File: config.mk
export PLATFORM = sky130hd
export DESIGN_NAME = mem_max_scanner_flat
export DESIGN_NICKNAME = d
export VERILOG_FILES = /design/src/rtl/mem_max_scanner_pkg.sv /design/src/rtl/mem_max_scanner_if.sv /design/src/rtl/mem_max_scanner_signed_max_cmp.sv /design/src/rtl/mem_max_scanner.sv /design/src/flat_wrapper.sv
export SDC_FILE = /design/constraint.sdc
export NUM_CORES = 1
export LEC_CHECK = 0
export CAP_MARGIN = 0
export CORE_MARGIN = 8
export CORE_UTILIZATION = 45
export DETAILED_ROUTE_END_ITERATION = 7
export GPL_TIMING_DRIVEN = 0
export HOLD_SLACK_MARGIN = 0.02
export PLACE_DENSITY = 0.72
export SLEW_MARGIN = 30
export SYNTH_ARGS = -nofsm -noshare
export SYNTH_HDL_FRONTEND = slang
export SYNTH_HIERARCHICAL = 1
export SYNTH_SLANG_ARGS = --single-unit
File: constraint.sdc
create_clock -name clk -period 5.4 [get_ports clk]
set_input_delay 0.54 -clock clk [delete_from_list [all_inputs] [get_ports clk]]
set_output_delay 0.54 -clock clk [all_outputs]
set_load 0.005 [all_outputs]
File: src/rtl/mem_max_scanner_pkg.sv
// Shared widths, constants and FSM encoding for the max-of-array scanner.
package mem_max_scanner_pkg;

    localparam int unsigned DATA_W = 32;
    localparam int unsigned ADDR_W = 32;
    localparam int unsigned LEN_W  = 16;

    localparam logic [DATA_W-1:0] MIN_SIGNED = 32'h8000_0000;

    typedef enum logic [1:0] {
        IDLE  = 2'd0,
        SCAN  = 2'd1,
        WRITE = 2'd2,
        FIN   = 2'd3
    } state_e;

endpackage

File: src/rtl/mem_max_scanner_if.sv
// dataMem port bundle: the scanner drives it as master, memory responds as slave.
interface mem_max_scanner_if;
    import mem_max_scanner_pkg::*;

    logic [ADDR_W-1:0] address;
    logic              memRead;
    logic              memWrite;
    logic [DATA_W-1:0] writeData;
    logic [DATA_W-1:0] readData;

    modport master (output address, memRead, memWrite, writeData, input readData);
    modport slave  (input address, memRead, memWrite, writeData, output readData);
endinterface

File: src/rtl/mem_max_scanner_signed_max_cmp.sv
// Combinational running-max step: keeps the earlier index on ties.
module signed_max_cmp
    import mem_max_scanner_pkg::*;
(
    input  logic [DATA_W-1:0] candidate,
    input  logic [DATA_W-1:0] curMax,
    input  logic [LEN_W-1:0]  curIdx,
    input  logic [LEN_W-1:0]  candIdx,
    input  logic              first,
    output logic [DATA_W-1:0] newMax,
    output logic [LEN_W-1:0]  newIdx
);

    logic take_c;

    assign take_c = first || ($signed(candidate) > $signed(curMax));
    assign newMax = take_c ? candidate : curMax;
    assign newIdx = take_c ? candIdx : curIdx;

endmodule

File: src/rtl/mem_max_scanner.sv
// Hardware max-of-array engine: streams a block of signed words from dataMem,
// reports maximum and its first index, optionally writes the maximum back.
module mem_max_scanner
    import mem_max_scanner_pkg::*;
(
    input  logic              clk,
    input  logic              rst,
    input  logic              start,
    input  logic [ADDR_W-1:0] baseAddr,
    input  logic [LEN_W-1:0]  length,
    input  logic [ADDR_W-1:0] resultAddr,
    input  logic              writeBack,
    output logic              busy,
    output logic              done,
    output logic              empty,
    output logic [DATA_W-1:0] maxVal,
    output logic [LEN_W-1:0]  maxIdx,
    mem_max_scanner_if.master mem
);

    state_e            state_q, state_d;
    logic              busy_q, busy_d, done_q, done_d, empty_q, empty_d;
    logic              rd_q, rd_d, wr_q, wr_d, wb_q, wb_d;
    logic [DATA_W-1:0] max_q, max_d, wdata_q, wdata_d;
    logic [LEN_W-1:0]  idx_q, idx_d, len_q, len_d, issue_q, issue_d, recv_q, recv_d;
    logic [ADDR_W-1:0] addr_q, addr_d, res_q, res_d;
    logic [DATA_W-1:0] new_max_c;
    logic [LEN_W-1:0]  new_idx_c;

    signed_max_cmp u_cmp (
        .candidate (mem.readData),
        .curMax    (max_q),
        .curIdx    (idx_q),
        .candIdx   (recv_q),
        .first     (recv_q == '0),
        .newMax    (new_max_c),
        .newIdx    (new_idx_c)
    );

    // Next-state and output decode
    always_comb begin
        state_d = state_q;
        busy_d  = busy_q;
        done_d  = 1'b0;
        empty_d = empty_q;
        rd_d    = rd_q;
        wr_d    = 1'b0;
        wb_d    = wb_q;
        max_d   = max_q;
        wdata_d = wdata_q;
        idx_d   = idx_q;
        len_d   = len_q;
        issue_d = issue_q;
        recv_d  = recv_q;
        addr_d  = addr_q;
        res_d   = res_q;
        case (state_q)
            IDLE: begin
                if (start) begin
                    len_d   = length;
                    res_d   = resultAddr;
                    wb_d    = writeBack;
                    busy_d  = 1'b1;
                    recv_d  = '0;
                    issue_d = LEN_W'(1);
                    // An empty request borrows the write slot so done timing stays len+1
                    if (length == '0) begin
                        empty_d = 1'b1;
                        max_d   = MIN_SIGNED;
                        state_d = WRITE;
                    end else begin
                        empty_d = 1'b0;
                        addr_d  = baseAddr;
                        rd_d    = 1'b1;
                        state_d = SCAN;
                    end
                end
            end
            SCAN: begin
                max_d  = new_max_c;
                idx_d  = new_idx_c;
                recv_d = recv_q + LEN_W'(1);
                if (issue_q < len_q) begin
                    addr_d  = addr_q + ADDR_W'(1);
                    issue_d = issue_q + LEN_W'(1);
                end
                if (recv_q == len_q - LEN_W'(1)) begin
                    rd_d    = 1'b0;
                    addr_d  = res_q;
                    wdata_d = new_max_c;
                    wr_d    = wb_q;
                    state_d = WRITE;
                end
            end
            WRITE: begin
                busy_d  = 1'b0;
                done_d  = 1'b1;
                state_d = FIN;
            end
            FIN: begin
                state_d = IDLE;
            end
            default: state_d = IDLE;
        endcase
    end

    always_ff @(posedge clk) begin
        if (rst) begin
            state_q <= IDLE;
            busy_q  <= 1'b0;
            done_q  <= 1'b0;
            empty_q <= 1'b0;
            rd_q    <= 1'b0;
            wr_q    <= 1'b0;
            wb_q    <= 1'b0;
            max_q   <= MIN_SIGNED;
            wdata_q <= '0;
            idx_q   <= '0;
            len_q   <= '0;
            issue_q <= '0;
            recv_q  <= '0;
            addr_q  <= '0;
            res_q   <= '0;
        end else begin
            state_q <= state_d;
            busy_q  <= busy_d;
            done_q  <= done_d;
            empty_q <= empty_d;
            rd_q    <= rd_d;
            wr_q    <= wr_d;
            wb_q    <= wb_d;
            max_q   <= max_d;
            wdata_q <= wdata_d;
            idx_q   <= idx_d;
            len_q   <= len_d;
            issue_q <= issue_d;
            recv_q  <= recv_d;
            addr_q  <= addr_d;
            res_q   <= res_d;
        end
    end

    assign busy          = busy_q;
    assign done          = done_q;
    assign empty         = empty_q;
    assign maxVal        = max_q;
    assign maxIdx        = idx_q;
    assign mem.address   = addr_q;
    assign mem.memRead   = rd_q;
    assign mem.memWrite  = wr_q;
    assign mem.writeData = wdata_q;

endmodule
File: src/flat_wrapper.sv
// flat-port wrapper written by rule: the top's interface ports become plain ports
module mem_max_scanner_flat import mem_max_scanner_pkg::*;
  (clk, rst, start, baseAddr, length, resultAddr, writeBack, busy, done, empty, maxVal, maxIdx, mem_address, mem_memRead, mem_memWrite, mem_writeData, mem_readData);
  mem_max_scanner_if mem_i ();
  input  logic clk;
  input  logic rst;
  input  logic start;
  input  logic [ADDR_W-1:0] baseAddr;
  input  logic [LEN_W-1:0] length;
  input  logic [ADDR_W-1:0] resultAddr;
  input  logic writeBack;
  output logic busy;
  output logic done;
  output logic empty;
  output logic [DATA_W-1:0] maxVal;
  output logic [LEN_W-1:0] maxIdx;
  output wire logic [$bits(mem_i.address)-1:0] mem_address;
  output wire logic [$bits(mem_i.memRead)-1:0] mem_memRead;
  output wire logic [$bits(mem_i.memWrite)-1:0] mem_memWrite;
  output wire logic [$bits(mem_i.writeData)-1:0] mem_writeData;
  input wire logic [$bits(mem_i.readData)-1:0] mem_readData;
  assign mem_address = mem_i.address;
  assign mem_memRead = mem_i.memRead;
  assign mem_memWrite = mem_i.memWrite;
  assign mem_writeData = mem_i.writeData;
  assign mem_i.readData = mem_readData;
  mem_max_scanner u_core (.clk(clk), .rst(rst), .start(start), .baseAddr(baseAddr), .length(length), .resultAddr(resultAddr), .writeBack(writeBack), .busy(busy), .done(done), .empty(empty), .maxVal(maxVal), .maxIdx(maxIdx), .mem(mem_i));
endmodule
Word level (Yosys, flattened, before mapping)
Cells that the tools add are included.
{ "op_classes": {"mux": 26, "multipliers": 0, "magnitude_cmp": 2, "shift": 0, "bitwise": 2, "div": 0, "n_addsub": 4, "n_eq_ne": 10, "n_reduce_logical": 17} }
{ "ops": {"columns": ["op", "n"], "rows": [
  ["$mux 32", 7],
  ["$pmux 32 s2", 2],
  ["$pmux 16 s2", 2],
  ["$mux 16", 3],
  ["$add 16x1->16 const B", 2],
  ["$add 32x1->32 const B", 1],
  ["$gt 32x32->1", 1],
  ["$logic_not 16->1", 2],
  ["$eq 16x16->1", 1],
  ["$lt 16x16->1", 1],
  ["$sub 16x1->16 const B", 1],
  ["$reduce_and 2->1", 6],
  ["$pmux 2 s4", 1],
  ["$reduce_and 4->1", 2],
  ["$mux 1", 6],
  ["$mux 2", 3],
  ["$ne 2x1->1 const B", 3],
  ["$reduce_and 3->1", 2],
  ["$eq 2x2->1 const B", 2],
  ["$ne 2x2->1 const B", 2],
  ["$pmux 1 s2", 2],
  ["$reduce_bool 2->1", 2],
  ["$ne 3x1->1 const B", 1],
  ["$reduce_or 3->1", 1],
  ["4 further kinds", 5]
]} }
{ "word_totals": {"latchBits": 0, "out_inout_bits": 117, "reg_bits": 200, "rom_bits": 0, "mem_bits_rw": 0, "mem_count": 0, "input_bits": 116, "wordCells": 76} }

Depth between registers and ports, before layout
Gate-level depths: netlist of the first run.
{ "logic_depth": {"ltp_word": 4, "mapped_depth": 13, "ltp_nobuf": 12} }

By module
The synthesis of the first run kept the hierarchy.
{ "by_module_without_submodules": {"columns": ["module", "cells_each", "seq_area_each_um2", "area_per_inst_um2", "instances"], "rows": [
  ["mem_max_scanner", 1272, 4003.8, 9882.0, 1],
  ["signed_max_cmp", 170, 0.0, 1412.6, 1]
]} }

Worst setup path after synthesis of the first run
No wires, ideal clock.
{ "synth_timing": {"kind": "input-to-reg", "startpoint": "in mem_readData[14]", "endpoint": "reg u_core.max_q[31] (netlist: u_core/maxVal[31])", "required_time_ps": 5270, "setup_slack_ps": 2369, "arrival_time_ps": 2901, "n_path_buf": 1, "setup_ps": 130, "stages": 11, "cell_sequence": "ha_1 > a21oi_1 > nand2_1 > a221o_1 > a211o_1 > a311oi_2 > buf_4 > mux2_2 > or3_1 > o21ai_0 > nand2_1"} }
{ "synth_via": {"elab_chain_len": 4} }
{ "synth_rtl": {"columns": ["element", "line", "rtl"], "rows": [
  ["from (decl)", "flat_wrapper.sv:21", "input wire logic [$bits(mem_i.readData)-1:0] mem_readData;"],
  ["$gt 32x32->1", "mem_max_scanner_signed_max_cmp.sv:16", "assign take_c = first || ($signed(candidate) > $signed(curMax));"],
  ["$logic_or 1x1->1", "mem_max_scanner_signed_max_cmp.sv:16", null],
  ["$mux 32", "mem_max_scanner_signed_max_cmp.sv:17", "assign newMax = take_c ? candidate : curMax;"],
  ["named net u_core.new_max_c[31]", "mem_max_scanner.sv:27", "logic [DATA_W-1:0] new_max_c;"],
  ["$pmux 32 s2", "mem_max_scanner.sv:57", "case (state_q)"],
  ["to (signal assigned)", "mem_max_scanner.sv:132", "max_q <= max_d;"],
  ["to (decl)", "mem_max_scanner.sv:24", "logic [DATA_W-1:0] max_q, max_d, wdata_q, wdata_d;"]
]} }
The timed path passes the listed nets, and every way through them passes these cells.
A chain may end at the register's enable or synchronous reset.

Worst setup path after layout of the first run
{ "layout_timing": {"startpoint": "reg u_core.state_q[1]", "endpoint": "reg u_core.addr_q[21] (netlist: u_core/mem.address[21])"} }
{ "layout_via": {"elab_chain_len": 3, "elab_cells_between_ends": 8, "classes_between": "eq/ne (4); mux (1); reduce/logical (3)"} }
{ "layout_rtl": {"columns": ["element", "line", "rtl"], "rows": [
  ["from (decl)", "mem_max_scanner.sv:21", "state_e state_q, state_d;"],
  ["from (signal assigned)", "mem_max_scanner.sv:125", "state_q <= state_d;"],
  ["$eq 2x1->1 or $logic_not 2->1 (tied branches)", "mem_max_scanner.sv:57", null],
  ["$ne 3x1->1 (no source line), or another cell as far along", null, null],
  ["$reduce_and 4->1 (no source line)", null, null],
  ["to (signal assigned)", "mem_max_scanner.sv:138", "addr_q <= addr_d;"],
  ["to (decl)", "mem_max_scanner.sv:26", "logic [ADDR_W-1:0] addr_q, addr_d, res_q, res_d;"]
]} }
Several ways; a longest one is shown, not always the timed one.

==> results of run 1 <==
cell usage after synthesis (all sizes together), types with 2 or more instances:
cell type	number	area, sq um
inv	62	232.7
nor4b	4	41.29
dfxtp	200	4004
mux2	51	574.3
a211o	2	17.52
o31ai	12	90.09
o21ai	42	214.0
nand2b	7	43.79
and2	5	31.28
or3	12	75.07
nor2	85	321.6
nand2	293	1107
o221ai	9	78.83
xnor2	16	140.1
a31o	2	17.52
a31oi	5	31.28
or4	12	90.09
o21a	3	22.52
xor2	25	219.0
nor4	10	83.83
nand3	63	315.3
o32ai	15	131.4
mux2i	19	190.2
or2	4	25.02
ha	55	688.2
a2111oi	4	35.03
o211ai	17	127.6
nor2b	3	18.77
o21bai	2	26.28
buf	35	221.5
and3	26	162.7
nand4	38	237.7
o311ai	2	17.52
a21oi	158	790.8
a211oi	11	82.58
and3b	2	17.52
a311oi	4	41.29
a221o	2	20.02
nor3	14	86.34
clkbuf	65	244.0
a21o	18	135.1
o2111ai	12	105.1
a22oi	2	15.01
and4	3	26.28
final timing paths:
kind / startpoint / end / slack, ns
worst max-delay path: u_core/state_q[1] / u_core/mem.address[21] / 1.34
worst min-delay path: u_core/res_q[16] / u_core/res_q[16] / 0.45
worst max register to register: u_core/state_q[1] / u_core/mem.address[21] / 1.34
worst min register to register: u_core/res_q[16] / u_core/res_q[16] / 0.45
power groups by stage:
stage | registers (mW) | logic, mW | clock network (mW)
6_report | 1.95 | 2.36 | 1.38
5_1_grt | 1.97 | 2.55 | 1.46
4_1_cts | 1.94 | 2.32 | 1.40
3_5_place_dp | 1.97 | 2.30 | 0
3_3_place_gp | 1.97 | 2.27 | 0
2_1_floorplan | 1.89 | 1.40 | 0
through the flow:
stage / worst slack (ns) / hold WS, ns
floorplan: 2.369 / 0.4316
global placement: 1.131 / 0.4375
detailed placement: 1.432 / 0.4434
CTS: 1.552 / 0.4541
global route: 1.193 / 0.4709
finish: 1.339 / 0.4545
final cells by class:
| cell class | count | area (sq um) |
|---|---|---|
| Antenna cell | 1 | 2.502 |
| Buffer | 100 | 465.4 |
| Clock buffer | 17 | 425.4 |
| Clock inverter | 15 | 200.2 |
| Fill cell | 2313 | 10240 |
| Inverter | 63 | 236.5 |
| Multi-Input combinational cell | 1079 | 6595 |
| Sequential cell | 200 | 4004 |
| Tap cell | 330 | 412.9 |
| Timing Repair Buffer | 231 | 2312 |
cell families after synthesis:
group,after synthesis
xor gates and xnor gates,41
buffers and inverters,163
adders and majority gates,55
DFF,200
and+or+nand+nor,584
AOI/OAI and AO/OA,329
muxes,70
tightest hold or removal path, cell delays in order (launching register included):
cell and delay (ns):
dfxtp_1 0.31, nand2_1 0.05, a21oi_1 0.05
layer usage:
layer / track usage, % / up-vias / wire [um]
li1: - / 5606 / -
met1: 33.18 / 5619 / 17200
met2: 43.11 / 495 / 18980
met3: 6.726 / 81 / 3892
met4: 8.621 / 2 / 1122
met5: 0 / - / 13
sequential cells by signal (all words and copies together) (netlist names), 2 cells and up:
name	count
u_core/state_q	2
u_core/mem.writeData	32
u_core/res_q	32
u_core/issue_q	16
u_core/recv_q	16
u_core/maxVal	32
u_core/len_q	16
u_core/maxIdx	16
u_core/mem.address	32
==> impl_metrics.ini, run 1 <==
[outcome]
outcome = finished, final reports clean

[clocking]
clkTransAtPathRegs_ns = 0.08
clk_latency_ns = 0.45
h-tree-depth = 4
cts_tree = yes
ctsResizeCount = 0
holdBufCountCts = 0
cts_root_buffer = clkbuf_16
postCtsSetupBuffers = 0
clock_path_buffers = 2
numCtsBuffers = 17
clkSinkCount = 200

[placed_design]
portBuffers = 231
dpl_cell_area_sq_um = 14030
place_inst = 2003
gp_congestion = 0.9734
hpwl_um = 31300

[yosys]
synth-seq-cells = 200
netlist_area_sq_um = 11290
yosys_warnings = 6
syn_area_per_cell_sq_um = 7.833
yosysSeqAreaShare_pct = 35.45
muxShareOfSynthArea_pct = 6.769
synth_fa_ha_area_share_pct = 6.093
synth_xor_area_share_pct = 3.179
synth-compound-area-share_pct = 18.27
netlist_instances = 1442
synth_top_family_by_area = simple AND/OR/NAND/NOR gates
yosys.area_share.simple_pct = 24.03
ys_async_sr_fraction_pct = 0
synth_cell_types = 71
synth-main-ff-cell = dfxtp_1
syn-num-nets = 1613
synth_edf_count = 0

[power_and_ir_drop]
p_seq_share_pct = 34.2
power.internal_mw = 3.323
power.total_mw = 5.691
p_sw_share_pct = 41.61
p_sw_mw = 2.368
clkPwrFrac_pct = 24.3
vdd_drop_max_mv = 0.2330
leakagePower_nw = 5.263
powerDensity_nw_per_um2 = 388.3
p_comb_share_pct = 41.5

[worst_hold_path]
hp-class = reg -> reg
whs_path_depth = 2

[setup_path]
start_kind = register
crit_chain = inv_1 > ha_1 > clkbuf_1 > nand2_1 > or2_2 > a211oi_1 > a211o_1 > clkbuf_1 > nor2_1 > o21bai_4 > nand2_4 > clkbuf_1 > o211ai_1
path_common_cell = clkbuf_1
path_buf_inv = 4
crit_slowest_cell = clkbuf_1
path_delay_family = buffers and inverters
critPathMaxStageDelay_ns = 0.56
path_max_fanout = 10
arrival_ns = 4.37
r2r_cells = 13
required_ns = 5.71
cp-end-kind = register
timing.critical_path.depth = 13
worstSetupPathType = reg -> reg

[die]
die_y_um = 174.4
ios = 233
rows = 58
fp.coreArea_sq_um = 24890
fp.dieW_um = 174.4
die_area_sq_um = 30420
initial_core_util_pct = 45.38

[timing]
worst_pin_slew_ns = 0.9083
fin_crit_ns = 4.061
finalMaxSlewViolations = 0
finalCritPeriodShare_pct = 75.20
finalClockSkew_ns = 0.01584
relSlewSlack_pct = 39.04
grt_setup_unrepaired = no
finalSetupViolCount = 0
clock.fmax_mhz = 246.3
hold_violations = 0
setup-tns-final_ns = 0

[finish]
final_cell_mix = nand2_1, clkdlybuf4s50_1, dfxtp_1, a21oi_1, nor2_1
drive_gt1_share_pct = 6.100
final_common_cell = nand2_1
final_cells = 2036
area_delta_synth_final_pct = 29.74
fin_area_sq_um = 14650
final_nets = 1863
fin_util_pct = 58.87

[route]
drt-total-wl_um = 41210
drt_drc_violations_left = 0
vias = 11800
ant_nets = 0
via_per_inst = 5.797
drt_iter0_markers = 1039
wire_per_inst_um = 20.24
firstDrtPassIters = 5

[global_routing]
grt.overflow.total = 0
track_usage_pct = 26.32
grt_pass1_wl_um = 64670
first_global_vias = 11750
grt_antenna_before_repair = 2
grt_max_degree = 21

[flow_run]
drv_cap = 0
Power figures use the tool's default switching activity.
==> run 2, diff against run 1 <==
--- a/config.mk
+++ b/config.mk
@@ -11,7 +11,7 @@
 export DETAILED_ROUTE_END_ITERATION = 7
 export GPL_TIMING_DRIVEN = 0
 export HOLD_SLACK_MARGIN = 0.02
-export PLACE_DENSITY = 0.72
+export PLACE_DENSITY = 0.74
 export SLEW_MARGIN = 30
 export SYNTH_ARGS = -nofsm -noshare
 export SYNTH_HDL_FRONTEND = slang
==> constraint.sdc (replaced) <==
create_clock -name clk -period 3.4 [get_ports clk]
set_input_delay 0.34 -clock clk [delete_from_list [all_inputs] [get_ports clk]]
set_output_delay 0.34 -clock clk [all_outputs]
set_load 0.005 [all_outputs]
==> impl_metrics.ini, run 2 (synthesized netlist as in run 1, its figures left out) <==
[timing]
setup-tns-final_ns = 0
worst_pin_slew_ns = 0.8422
hold_violations = 0
finalSetupViolCount = 0
finalMaxSlewViolations = 0
fin_crit_ns = 3.251
finalCritPeriodShare_pct = 95.61
finalClockSkew_ns = 0.01415
relSlewSlack_pct = 43.85
clock.fmax_mhz = 307.6

[setup_path]
cp-end-kind = register
crit_slowest_cell = mux2_2
worstSetupPathType = reg -> reg
r2r-end = u_core/maxVal[31]
reg2reg_slack_ns = 0.15
crit_start = u_core/maxVal[7]
start_kind = register
path_max_fanout = 10
crit_chain = inv_1 > ha_1 > nand2_1 > o21ai_0 > a221o_1 > a211o_1 > a311oi_2 > buf_6 > mux2_2 > or3_1 > o21ai_0 > nand2_1
critPathMaxStageDelay_ns = 0.39
arrival_ns = 3.55
r2r_cells = 12
r2r-start = u_core/maxVal[7]
required_ns = 3.70

[placed_design]
place_inst = 2003
portBuffers = 231
gp_congestion = 0.9469
hpwl_um = 31180

[finish]
final_cells = 2040
fin_util_pct = 59.43
final_cell_mix = nand2_1, clkdlybuf4s50_1, dfxtp_1, a21oi_1, nor2_1
final_common_cell = nand2_1
area_delta_synth_final_pct = 30.96
drive_gt1_share_pct = 7.490
final_nets = 1867

[route]
drt_drc_violations_left = 0
vias = 11730
drt-total-wl_um = 40790
ant_nets = 0
firstDrtPassIters = 5
via_per_inst = 5.749
wire_per_inst_um = 20.00
drt_iter0_markers = 877

[flow_run]
drv_cap = 0

[global_routing]
grt_antenna_before_repair = 2
grt_max_degree = 19
grt_pass1_wl_um = 63540
track_usage_pct = 25.92
grt.overflow.total = 0
first_global_vias = 11490

[power_and_ir_drop]
power.total_mw = 9.057
leakagePower_nw = 5.338
powerDensity_nw_per_um2 = 612.3
vdd_drop_max_mv = 0.3410

[die]
die_area_sq_um = 30420
die_y_um = 174.4
rows = 58
initial_core_util_pct = 45.38
fp.coreArea_sq_um = 24890
ios = 233
fp.dieW_um = 174.4

[clocking]
numCtsBuffers = 17
clkSinkCount = 200
clk_latency_ns = 0.44
cts_tree = yes
clkTransAtPathRegs_ns = 0.08
clock_path_buffers = 2
cts_root_buffer = clkbuf_16
holdBufCountCts = 0
h-tree-depth = 4

[worst_hold_path]
holdPathEnd = u_core/res_q[20]
whs_path_depth = 3
hp-class = in -> reg
hp-start = resultAddr[20]

[outcome]
outcome = finished, final reports clean
run 2: routing by layer:
| layer | routed length, um | track usage [%] | vias to the layer above |
|---|---|---|---|
| met5 | 17 | 0 | - |
| met3 | 3643 | 6.878 | 73 |
| met4 | 983 | 7.766 | 2 |
| li1 | - | - | 5606 |
| met2 | 18650 | 41.76 | 516 |
| met1 | 17500 | 33.36 | 5531 |
run 2: through the flow:
step	hold slack (ns)	area, sq um	setup WS, ns
floorplan	0.4316	11290	0.4039
finish	0.4427	14790	0.1494
global route	0.4420	14790	-0.003590
CTS	0.4348	14710	0.003705
global placement	0.4382	14020	-0.7690
detailed placement	0.4434	14030	-0.4652
run 2: area by class of cell:
| cell class | count | area (sq um) |
|---|---|---|
| Antenna cell | 1 | 2.502 |
| Buffer | 99 | 483.0 |
| Timing Repair Buffer | 236 | 2362 |
| Tap cell | 330 | 412.9 |
| Fill cell | 2285 | 10100 |
| Clock inverter | 13 | 182.7 |
| Sequential cell | 200 | 4010 |
| Inverter | 63 | 236.5 |
| Multi-Input combinational cell | 1079 | 6669 |
| Clock buffer | 19 | 432.9 |
run 2: timing repair:
action / CTS / global route
buffers inserted: 2 / 3
resized for setup: 12 / 27
hold endpoints to repair: 0 / 0
endpoints found under the setup margin: 62 / 88
pin swaps: 2 / 4
gates cloned: 0 / 0
run 2: worst max path at each step:
stage | end | slack [ns] | depth (start not counted)
final | u_core/maxVal[31] | 0.15 | 12
after global routing | u_core/mem.writeData[22] | -0.004 | 14
after CTS | u_core/mem.address[21] | 0.004 | 13
after detailed placement | u_core/mem.address[21] | -0.47 | 13
after global placement | u_core/mem.address[17] | -0.77 | 11
after floorplan | u_core/mem.address[27] | 0.40 | 11
run 2: power by group:
| group | switching [mW] | total [mW] | internal, mW | leakage, nW |
|---|---|---|---|---|
| Combinational | 2.29 | 3.79 | 1.50 | 3.42 |
| Clock | 0.989 | 2.17 | 1.19 | 0.295 |
| Sequential | 0.424 | 3.09 | 2.67 | 1.63 |
| Total | 3.70 | 9.06 | 5.35 | 5.34 |
run 2: worst max-delay path: cells and delay by family (launching register included):
kind | cells | cell delay, ns
AOI/OAI and AO/OA | 5 | 1.17
adders and majority gates | 1 | 0.29
buffers and inverters | 2 | 0.30
DFF | 1 | 0.38
muxes | 1 | 0.39
and+or+nand+nor | 3 | 0.57
==> run 3, diff against run 2 <==
--- a/config.mk
+++ b/config.mk
@@ -17,3 +17,4 @@
 export SYNTH_HDL_FRONTEND = slang
 export SYNTH_HIERARCHICAL = 1
 export SYNTH_SLANG_ARGS = --single-unit
+export TNS_END_PERCENT = 5
==> impl_metrics.ini, run 3 (synthesized netlist as in run 1, its figures left out) <==
[route]
ant_nets = 0
drt_drc_violations_left = 0
wire_per_inst_um = 19.97
vias = 11700
via_per_inst = 5.737
drt-total-wl_um = 40710
firstDrtPassIters = 6
drt_iter0_markers = 882

[finish]
area_delta_synth_final_pct = 30.82
drive_gt1_share_pct = 7.436
fin_area_sq_um = 14780
final_cell_mix = nand2_1, clkdlybuf4s50_1, dfxtp_1, a21oi_1, nor2_1
final_nets = 1866
final_common_cell = nand2_1

[global_routing]
grt_max_degree = 19
grt_pass1_wl_um = 63540
grt_antenna_before_repair = 2
grt.overflow.total = 0
first_global_vias = 11490
track_usage_pct = 25.92

[setup_path]
arrival_ns = 3.56
worstSetupPathType = reg -> reg
r2r-start = u_core/maxVal[7]
cp-end-kind = register
required_ns = 3.70
crit_start = u_core/maxVal[7]
start_kind = register
path_max_fanout = 10

[clocking]
h-tree-depth = 4
cts_tree = yes
clkTransAtPathRegs_ns = 0.08
clkSinkCount = 200
numCtsBuffers = 17
clock_path_buffers = 2
clk_latency_ns = 0.44
holdBufCountCts = 0
cts_root_buffer = clkbuf_16

[die]
ios = 233
die_y_um = 174.4
die_area_sq_um = 30420
fp.coreArea_sq_um = 24890
fp.dieW_um = 174.4
initial_core_util_pct = 45.38
rows = 58

[timing]
finalCritPeriodShare_pct = 95.82
hold_violations = 0
clock.fmax_mhz = 306.9
worst_pin_slew_ns = 0.8404
layout_setup_ws_ns = 0.1420
grt_setup_unrepaired = yes
fin_crit_ns = 3.258
finalSetupViolCount = 0
finalClockSkew_ns = 0.01474
relSlewSlack_pct = 43.97
finalMaxSlewViolations = 0

[outcome]
outcome = finished, final reports clean

[placed_design]
portBuffers = 231
dpl_cell_area_sq_um = 14030
hpwl_um = 31180
gp_congestion = 0.9469
pre_cts_ws_ns = -0.4652

[worst_hold_path]
hp-class = in -> reg
hp-start = resultAddr[13]

[power_and_ir_drop]
vdd_drop_max_mv = 0.3412
power.total_mw = 9.052
leakagePower_nw = 5.324
powerDensity_nw_per_um2 = 612.6

[flow_run]
drv_cap = 0
==> run 3: cell types whose count changed in the layout (fill, tap and decap cells not counted) <==
| cell | previous run | this run |
|---|---|---|
| buf_4 | 7 | 6 |
| nor4_4 | 3 | 2 |
| nor4_2 | 2 | 3 |
==> run 3: worst paths after layout <==
check	end	slack [ns]	depth (start not counted)
worst max-delay path	u_core/maxVal[31]	0.14	12
worst min register to register	u_core/mem.writeData[30]	0.45	2
worst min-delay path	u_core/res_q[13]	0.45	3
worst max register to register	u_core/maxVal[31]	0.14	12
==> run 3: per-stage QoR <==
stage	std cells	util [%]	hold WS [ns]	TNS (ns)
global route	2039	59.36	0.4420	-0.03786
finish	2039	59.36	0.4459	0
global placement	2003	56.32	0.4382	-27.40
floorplan	1442	-	0.4316	0
CTS	2037	59.09	0.4348	0
detailed placement	2003	56.35	0.4434	-18.87
==> run 3: cell type report <==
cell class / count / area (sq um)
diodes: 1 / 2.502
plain buffers: 99 / 483.0
clock buffers: 19 / 432.9
clock inverters: 13 / 182.7
fillers: 2286 / 10120
inverters: 63 / 236.5
multi-input cells: 1079 / 6660
flip-flops and latches: 200 / 4010
well taps: 330 / 412.9
repair buffers: 235 / 2355
==> run 3: critical path, cell delays in order (launching register included) <==
cell and delay [ns]:
dfxtp_1 0.38, inv_1 0.06, ha_1 0.29, nand2_1 0.13
o21ai_0 0.15, a221o_1 0.35, a211o_1 0.25, a311oi_2 0.40
buf_6 0.23, mux2_2 0.39, or3_1 0.34, o21ai_0 0.08
nand2_1 0.07
==> run 3: what timing repair did <==
item / CTS / global route
pin swaps: 2 / 3
endpoints found under the setup margin: 62 / 88
buffers inserted: 2 / 2
gates resized for setup: 12 / 26
==> run 3: report_power, final <==
part / internal [mW] / total (mW) / switching (mW)
clock network: 1.19 / 2.17 / 0.985
registers: 2.67 / 3.09 / 0.425
logic: 1.50 / 3.79 / 2.29
total: 5.35 / 9.05 / 3.70
==> run 3: per-layer routing <==
| metal | up-vias | routed length (um) | track usage (%) |
|---|---|---|---|
| met2 | 518 | 18510 | 41.76 |
| met3 | 76 | 3660 | 6.878 |
| li1 | 5603 | - | - |
| met4 | 2 | 1067 | 7.766 |
| met5 | - | 17 | 0 |
| met1 | 5498 | 17460 | 33.36 |
